==> config.mk <==
export PLATFORM = sky130hd
export DESIGN_NAME = hazard_ctrl
export DESIGN_NICKNAME = d
export VERILOG_FILES = /design/src/rtl/hazard_pkg.sv /design/src/rtl/sat_counter.sv /design/src/rtl/hazard_ctrl.sv
export SDC_FILE = /design/constraint.sdc
export NUM_CORES = 1
export LEC_CHECK = 0
export ABC_CLOCK_PERIOD_IN_PS = 8400
export BUFFER_PORTS_ARGS = -buffer_cell sky130_fd_sc_hd__clkbuf_2
export CORE_MARGIN = 2
export CORE_UTILIZATION = 30
export DETAILED_ROUTE_END_ITERATION = 8
export GPL_ROUTABILITY_DRIVEN = 0
export PLACE_DENSITY = 0.57
export SLEW_MARGIN = 0
export SYNTH_ARGS = -nofsm -noshare
export SYNTH_HDL_FRONTEND = slang
export SYNTH_HIERARCHICAL = 1
export SYNTH_SLANG_ARGS = --single-unit
==> constraint.sdc <==
create_clock -name clk_i -period 8.4 [get_ports clk_i]
set_input_delay 1.68 -clock clk_i [delete_from_list [all_inputs] [get_ports clk_i]]
set_output_delay 1.68 -clock clk_i [all_outputs]
set_load 0.03 [all_outputs]
==> src/rtl/hazard_pkg.sv <==
// hazard_pkg: shared types and default parameters for the pipeline hazard controller.
//   hz_state_e : controller FSM state (idle / waiting on a multi-cycle EX op)
//   hz_ctrl_t  : bundle of pipeline-register control outputs
package hazard_pkg;

  localparam int unsigned DefRegAddrW = 5;
  localparam int unsigned DefMcLat    = 4;
  localparam int unsigned DefCntW     = 32;

  typedef enum logic [0:0] {
    StIdle,
    StMcWait
  } hz_state_e;

  typedef struct packed {
    logic pc_hold;
    logic ifid_hold;
    logic ifid_flush;
    logic idex_hold;
    logic idex_bubble;
    logic idex_flush;
    logic exmem_bubble;
  } hz_ctrl_t;

endpackage

==> src/rtl/sat_counter.sv <==
// sat_counter: W-bit event counter that sticks at all-ones instead of wrapping.
//   clk_i : clock, rising edge
//   rst_i : synchronous active-high clear
//   inc_i : count one event this cycle
//   q_o   : current count
module sat_counter #(
  parameter int unsigned W = 32
) (
  input  logic         clk_i,
  input  logic         rst_i,
  input  logic         inc_i,
  output logic [W-1:0] q_o
);

  logic [W-1:0] q_q, q_d;

  always_comb begin
    q_d = q_q;
    if (inc_i && (q_q != '1)) begin
      q_d = q_q + 1'b1;
    end
  end

  always_ff @(posedge clk_i) begin
    if (rst_i) begin
      q_q <= '0;
    end else begin
      q_q <= q_d;
    end
  end

  assign q_o = q_q;

endmodule

==> src/rtl/hazard_ctrl.sv <==
// hazard_ctrl: drives hold/bubble/flush of the PC and the IF/ID, ID/EX, EX/MEM pipeline
// registers. Handles load-use stalls, taken-branch flushes and multi-cycle EX ops.
//   clk_i, rst_i                      : clock, synchronous active-high reset
//   id_rs1_i/id_rs2_i, id_uses_rs*_i  : source operands of the ID instruction
//   ex_rd_i, ex_mem_read_i            : destination / load flag of the EX instruction
//   ex_mc_start_i, ex_branch_taken_i  : EX op is multi-cycle / EX redirects the PC
//   pc_hold_o .. exmem_bubble_o       : pipeline control, combinational
//   mc_busy_o, mc_done_o              : multi-cycle op in progress / release-cycle pulse
//   perf_stall_cnt_o, perf_flush_cnt_o: saturating counts of pc_hold / ifid_flush cycles
module hazard_ctrl
  import hazard_pkg::*;
#(
  parameter int unsigned REG_ADDR_W = DefRegAddrW,
  parameter int unsigned MC_LAT     = DefMcLat,
  parameter int unsigned CNT_W      = DefCntW
) (
  input  logic                  clk_i,
  input  logic                  rst_i,
  input  logic [REG_ADDR_W-1:0] id_rs1_i,
  input  logic [REG_ADDR_W-1:0] id_rs2_i,
  input  logic                  id_uses_rs1_i,
  input  logic                  id_uses_rs2_i,
  input  logic [REG_ADDR_W-1:0] ex_rd_i,
  input  logic                  ex_mem_read_i,
  input  logic                  ex_mc_start_i,
  input  logic                  ex_branch_taken_i,
  output logic                  pc_hold_o,
  output logic                  ifid_hold_o,
  output logic                  ifid_flush_o,
  output logic                  idex_hold_o,
  output logic                  idex_bubble_o,
  output logic                  idex_flush_o,
  output logic                  exmem_bubble_o,
  output logic                  mc_busy_o,
  output logic                  mc_done_o,
  output logic [CNT_W-1:0]      perf_stall_cnt_o,
  output logic [CNT_W-1:0]      perf_flush_cnt_o
);

  localparam int unsigned CntW = $clog2(MC_LAT);
  // The start cycle and the release cycle are not counted by cnt.
  localparam logic [CntW-1:0] CntLoad = CntW'(MC_LAT - 2);

  hz_state_e state_q, state_d;
  logic [CntW-1:0] cnt_q, cnt_d;
  hz_ctrl_t ctrl;
  logic mc_done;
  logic lu;

  assign lu = ex_mem_read_i && (ex_rd_i != '0) &&
              ((id_uses_rs1_i && (id_rs1_i == ex_rd_i)) ||
               (id_uses_rs2_i && (id_rs2_i == ex_rd_i)));

  always_comb begin
    state_d = state_q;
    cnt_d   = cnt_q;
    ctrl    = '0;
    mc_done = 1'b0;
    unique case (state_q)
      StIdle: begin
        if (ex_branch_taken_i) begin
          ctrl.ifid_flush = 1'b1;
          ctrl.idex_flush = 1'b1;
        end else if (ex_mc_start_i) begin
          ctrl.pc_hold      = 1'b1;
          ctrl.ifid_hold    = 1'b1;
          ctrl.idex_hold    = 1'b1;
          ctrl.exmem_bubble = 1'b1;
          cnt_d             = CntLoad;
          state_d           = StMcWait;
        end else if (lu) begin
          ctrl.pc_hold     = 1'b1;
          ctrl.ifid_hold   = 1'b1;
          ctrl.idex_bubble = 1'b1;
        end
      end
      StMcWait: begin
        // ex_mc_start stays high from the held op; it is deliberately ignored here.
        if (cnt_q != '0) begin
          ctrl.pc_hold      = 1'b1;
          ctrl.ifid_hold    = 1'b1;
          ctrl.idex_hold    = 1'b1;
          ctrl.exmem_bubble = 1'b1;
          cnt_d             = cnt_q - 1'b1;
        end else begin
          mc_done = 1'b1;
          state_d = StIdle;
        end
      end
      default: state_d = StIdle;
    endcase
    if (rst_i) begin
      ctrl    = '0;
      mc_done = 1'b0;
    end
  end

  always_ff @(posedge clk_i) begin
    if (rst_i) begin
      state_q <= StIdle;
      cnt_q   <= '0;
    end else begin
      state_q <= state_d;
      cnt_q   <= cnt_d;
    end
  end

  assign pc_hold_o      = ctrl.pc_hold;
  assign ifid_hold_o    = ctrl.ifid_hold;
  assign ifid_flush_o   = ctrl.ifid_flush;
  assign idex_hold_o    = ctrl.idex_hold;
  assign idex_bubble_o  = ctrl.idex_bubble;
  assign idex_flush_o   = ctrl.idex_flush;
  assign exmem_bubble_o = ctrl.exmem_bubble;
  assign mc_busy_o      = (state_q == StMcWait) && !rst_i;
  assign mc_done_o      = mc_done;

  sat_counter #(
    .W(CNT_W)
  ) u_stall_cnt (
    .clk_i(clk_i),
    .rst_i(rst_i),
    .inc_i(ctrl.pc_hold),
    .q_o  (perf_stall_cnt_o)
  );

  sat_counter #(
    .W(CNT_W)
  ) u_flush_cnt (
    .clk_i(clk_i),
    .rst_i(rst_i),
    .inc_i(ctrl.ifid_flush),
    .q_o  (perf_flush_cnt_o)
  );

endmodule

# Word level (Yosys, flattened, before mapping)
# Cells that the tools add are included.
# totals
register_bits	67
inputBits	22
output_inout_bits	73
wordCells	51
# classes
n_addsub	3
n_eq_ne	7
mux	24
bitwise	1
n_reduce_logical	12
# ops
cell	count
32-bit by 1-bit adder with 32-bit output, second input constant	2
32-bit != test, second input constant	2
2-bit two-way mux	9
5-bit equality test	2
1-bit two-way mux	10
2-bit one-hot mux with 2 select lines	2
1-bit logical AND	7
7-bit two-way mux	1
5-bit nonzero test	1
2-bit != test, second input constant	2
1-bit one-hot mux with 2 select lines	2
3-bit AND reduction	1
2-bit by 1-bit != test with 1-bit output, second input constant	1
2-bit nonzero test	1
2-bit by 1-bit subtractor with 2-bit output, second input constant	1
1-bit zero test	1
1-bit logical OR	1
1-bit inverter	1

# Longest topological paths before layout
# depth
word_depth	10
ltp_mapped	11
mapped_depth_nobuf	11

# Cells and area by module
# Netlist, hierarchy kept.
# by_module_without_submodules
mod	n_inst	cells_per_inst	area_per_inst_um2	seq_area_each_um2
sat_counter	2	199	1674.1	640.6
hazard_ctrl	1	41	337.8	60.1

# Worst setup path after synthesis
# No wires, ideal clock.
# synth_timing
kind	in2out
from	in ex_rd_i[3]
to	out pc_hold_o
t_arrival_ns	3.254
required_time_ns	6.720
path_slack_ns	3.466
stages	5
path_buffers	1
cell_sequence	xor2_1 -> nor4_1 -> a32oi_1 -> o21bai_1 -> buf_4
# synth_between
elab_chain_len	9
elab_cells_between_ends	13
cone_classes	eq/ne (2); mux (5); reduce/logical (6)
# synth_lines
item	line	rtl
start: declaration	hazard_ctrl.sv:23	input logic [REG_ADDR_W-1:0] ex_rd_i,
5-bit equality test (on tied branches)	hazard_ctrl.sv:51, hazard_ctrl.sv:52	
1-bit logical AND (on tied branches)	hazard_ctrl.sv:51, hazard_ctrl.sv:52	
1-bit logical OR	hazard_ctrl.sv:51	((id_uses_rs1_i && (id_rs1_i == ex_rd_i)) ||
1-bit logical AND (*)	hazard_ctrl.sv:50	assign lu = ex_mem_read_i && (ex_rd_i != '0) &&
2-bit two-way mux (*)	hazard_ctrl.sv:71	end else if (lu) begin
2-bit two-way mux (*)	hazard_ctrl.sv:64	end else if (ex_mc_start_i) begin
2-bit two-way mux (*)	hazard_ctrl.sv:61	if (ex_branch_taken_i) begin
2-bit one-hot mux with 2 select lines (*)	hazard_ctrl.sv:59	unique case (state_q)
7-bit two-way mux (*)	hazard_ctrl.sv:92	if (rst_i) begin
end: declaration	hazard_ctrl.sv:27	output logic pc_hold_o,
# Mark *: on every way between the ends. The rest lies on a longest branch, timed or not.

# Final worst setup path
# layout_timing
from	in ex_rd_i[3]
to	out ifid_hold_o
# layout_between
elab_chain_len	9
elab_cells_between_ends	13
cone_classes	eq/ne (2); mux (5); reduce/logical (6)
# layout_lines
item	line	rtl
5-bit equality test (on tied branches)	hazard_ctrl.sv:51, hazard_ctrl.sv:52	
1-bit logical AND (on tied branches)	hazard_ctrl.sv:51, hazard_ctrl.sv:52	
1-bit logical OR	hazard_ctrl.sv:51	
1-bit logical AND (*)	hazard_ctrl.sv:50	
2-bit two-way mux (*)	hazard_ctrl.sv:71	
2-bit two-way mux (*)	hazard_ctrl.sv:64	
2-bit two-way mux (*)	hazard_ctrl.sv:61	
2-bit one-hot mux with 2 select lines (*)	hazard_ctrl.sv:59	
7-bit two-way mux (*)	hazard_ctrl.sv:92	
end: declaration	hazard_ctrl.sv:28	output logic ifid_hold_o,
# Marked as above.

==> results.py <==
metrics = {
    "outcome": {
        "outcome": "finished, final reports clean",
    },
    "setup_path": {
        "worstReg2RegEnd": "u_stall_cnt/q_o[31]",
        "crit_type": "in -> out",
        "reg2regPathDepth": 11,
        "r2r_setup_slack_ps": 4630,
        "r2r-start": "cnt_q[0]",
        "crit_required_ps": 6720,
        "end_kind": "primary output",
        "crit_fanout": 6,
        "cp-startpoint": "ex_rd_i[3]",
        "arrival_ps": 3300,
        "worstSetupEndpoint": "ifid_hold_o",
        "crit_path_start_kind": "input pin",
    },
    "synth": {
        "synth_area_leaders": "dfxtp_1 (36%), a21oi_1 (6.1%), or4_1 (5.1%), o31ai_1 (4.9%), or3_1 (3.6%)",
        "synth_warnings": 6,
        "synth_edf_count": 0,
        "ys_ff_latch": 67,
        "syn_nets": 464,
        "yosysSeqAreaShare_pct": 36.39,
        "yosysMostFrequentCell": "dfxtp_1",
        "async_flop_share_pct": 0,
        "yosys_most_used_dff": "dfxtp_1",
        "yosys.area.top_type": "dfxtp_1",
        "synthesis.area_um2": 3686,
        "syn_inst": 439,
        "yosysUniqueCellTypes": 47,
        "synth_top_cell_area_share_pct": 36.39,
        "synth_common_cells": "dfxtp_1 (67), a21oi_1 (45), nor2_1 (33), nand3_1 (26), or4_1 (25)",
        "synth_area_per_cell_um2": 8.396,
    },
    "route": {
        "drt_iter0_drc": 255,
        "num_vias": 3718,
        "drc": 0,
        "ant_nets": 0,
        "vias_per_cell": 5.508,
        "first_pass_iters": 4,
        "routedWlPerCell_um": 14.80,
        "drt_wl_total_mm": 9.990,
    },
    "cells_and_area": {
        "area_delta_synth_final_pct": 24.37,
        "diodes": 0,
        "drive_gt1_share_pct": 25.76,
        "final_nets": 548,
    },
    "global_route": {
        "top_usage_layer": "met2",
        "gr-usage-met2_pct": 25.92,
        "grt_pass1_wl_mm": 16.64,
        "grt_overflow": 0,
        "grt_util_met3_pct": 4.059,
        "grt_usage_pct": 15.56,
        "grt_max_degree": 44,
        "grt_pass1_vias": 3322,
        "use_met1_pct": 19.75,
        "antenna_found_initial": 0,
    },
    "clock_network": {
        "insertion_delay_ps": 330,
        "hold_buffers": 0,
        "clockBufferDepth": 2,
        "htree_levels": 3,
        "cts_resized": 0,
        "tritoncts": "done",
        "cts_made_buffers": 9,
        "cts.sink_count": 67,
        "cts_setup_buffers": 0,
        "cts_root_buf": "clkbuf_16",
        "cts.clk_slew.worst_paths_ps": 50,
    },
    "sta": {
        "setup_viol_count_final": 0,
        "timing.final.max_slew_violations": 0,
        "tns_ps": 0,
        "fmax_ghz": 0.2008,
        "period_needed_ps": 4980,
        "fin_crit_sh_pct": 59.28,
        "maxSlewHeadroom_pct": 37.70,
        "finalHoldViolCount": 0,
        "skew_ps": 9.239,
        "rsz0062_at_grt": "no",
        "tightest_slew_ps": 932.4,
        "fin_hold_ws_ps": 484.9,
    },
    "die": {
        "ios": 95,
        "die_y_um": 114.8,
        "rows": 40,
        "dieWidth_um": 114.8,
        "die_area_um2": 13190,
        "coreArea_um2": 12010,
        "initial_core_util_pct": 30.69,
    },
    "power_and_ir_drop": {
        "p_leak_nw": 1.595,
        "p_per_area_nw_per_um2": 163.7,
        "ir_worst_vdd_mv": 0.09036,
    },
    "worst_hold_path": {
        "min_path_type": "reg -> reg",
        "hold_path.startpoint": "cnt_q[1]",
        "hold_depth": 2,
    },
    "place": {
        "io_buffers": 94,
        "place_hpwl_mm": 7.093,
    },
    "job": {
        "drv_cap": 0,
    },
}
per-stage QoR:
step / cells / util, % / setup WS [ps] / cell area, um2 / power (mW)
2_1_floorplan: 439 / - / 3466 / 3686 / 0.3532
3_3_place_gp: 659 / 35.55 / 3463 / 4270 / 0.3657
3_5_place_dp: 659 / 35.55 / 3359 / 4270 / 0.3668
4_1_cts: 675 / 38.17 / 3414 / 4584 / 0.7608
5_1_grt: 675 / 38.17 / 3277 / 4584 / 0.7799
6_report: 675 / 38.17 / 3420 / 4584 / 0.7505
layout make-up:
type	count	area, um2
timing repair buffer	98	500.5
tap	147	183.9
fill	1205	7427
multi-input combinational	341	2222
inverter	6	22.52
clock inverter	4	47.55
clock buffer	12	266.5
sequential	67	1341
worst min-delay path by stage:
stage	end
CTS	cnt_q[1]
global placement	cnt_q[1]
finish	cnt_q[1]
floorplan	cnt_q[1]
global route	u_flush_cnt/q_o[23]
detailed placement	cnt_q[1]
metal layers:
metal  share of wire, %  vias to the layer above
li1                   -                     1848
met1                 46                     1783
met2                 49                       78
met3                4.2                        9
met4               0.79                        0
met5                  0                        -
cell usage in the layout, fill, tap and decap left out, types with 6 or more instances in the layout:
cell type,count
clkbuf_2,94
and3_1,6
nand4_1,20
and4_1,8
nand2_1,20
dfxtp_1,67
nor4_1,8
xnor2_1,14
or3_1,21
nand3_1,26
inv_1,6
a21oi_1,45
o31ai_1,24
o21ai_0,16
or4_1,25
xor2_1,10
nor2_1,33
clkbuf_16,9
logic make-up after synthesis:
group | after synthesis | synth area share (%)
AOI/OAI and AO/OA | 103 | 18.16
buffers and inverters | 31 | 3.666
adders and majority gates | 3 | 1.018
and+or+nand+nor | 204 | 33.03
muxes | 7 | 2.037
DFF | 67 | 36.39
xor gates and xnor gates | 24 | 5.703
flip-flops by register name (all words and copies together) (netlist names):
signal and cells:
u_flush_cnt/q_o 32, u_stall_cnt/q_o 32, cnt_q 2, state_q 1
power by group:
| group | leakage (nW) | total (mW) | switching [mW] | internal, mW |
|---|---|---|---|---|
| Combinational | 0.900 | 0.0375 | 0.0236 | 0.0139 |
| Clock | 0.155 | 0.391 | 0.138 | 0.253 |
| Sequential | 0.540 | 0.322 | 0.00203 | 0.320 |
critical path, cell delays in order:
cell      delay (ps)
clkbuf_2         110
xor2_1           160
nor4_1           310
a32oi_1          170
o21bai_1         540
clkbuf_2         320
(Power assumes the default switching activity.)
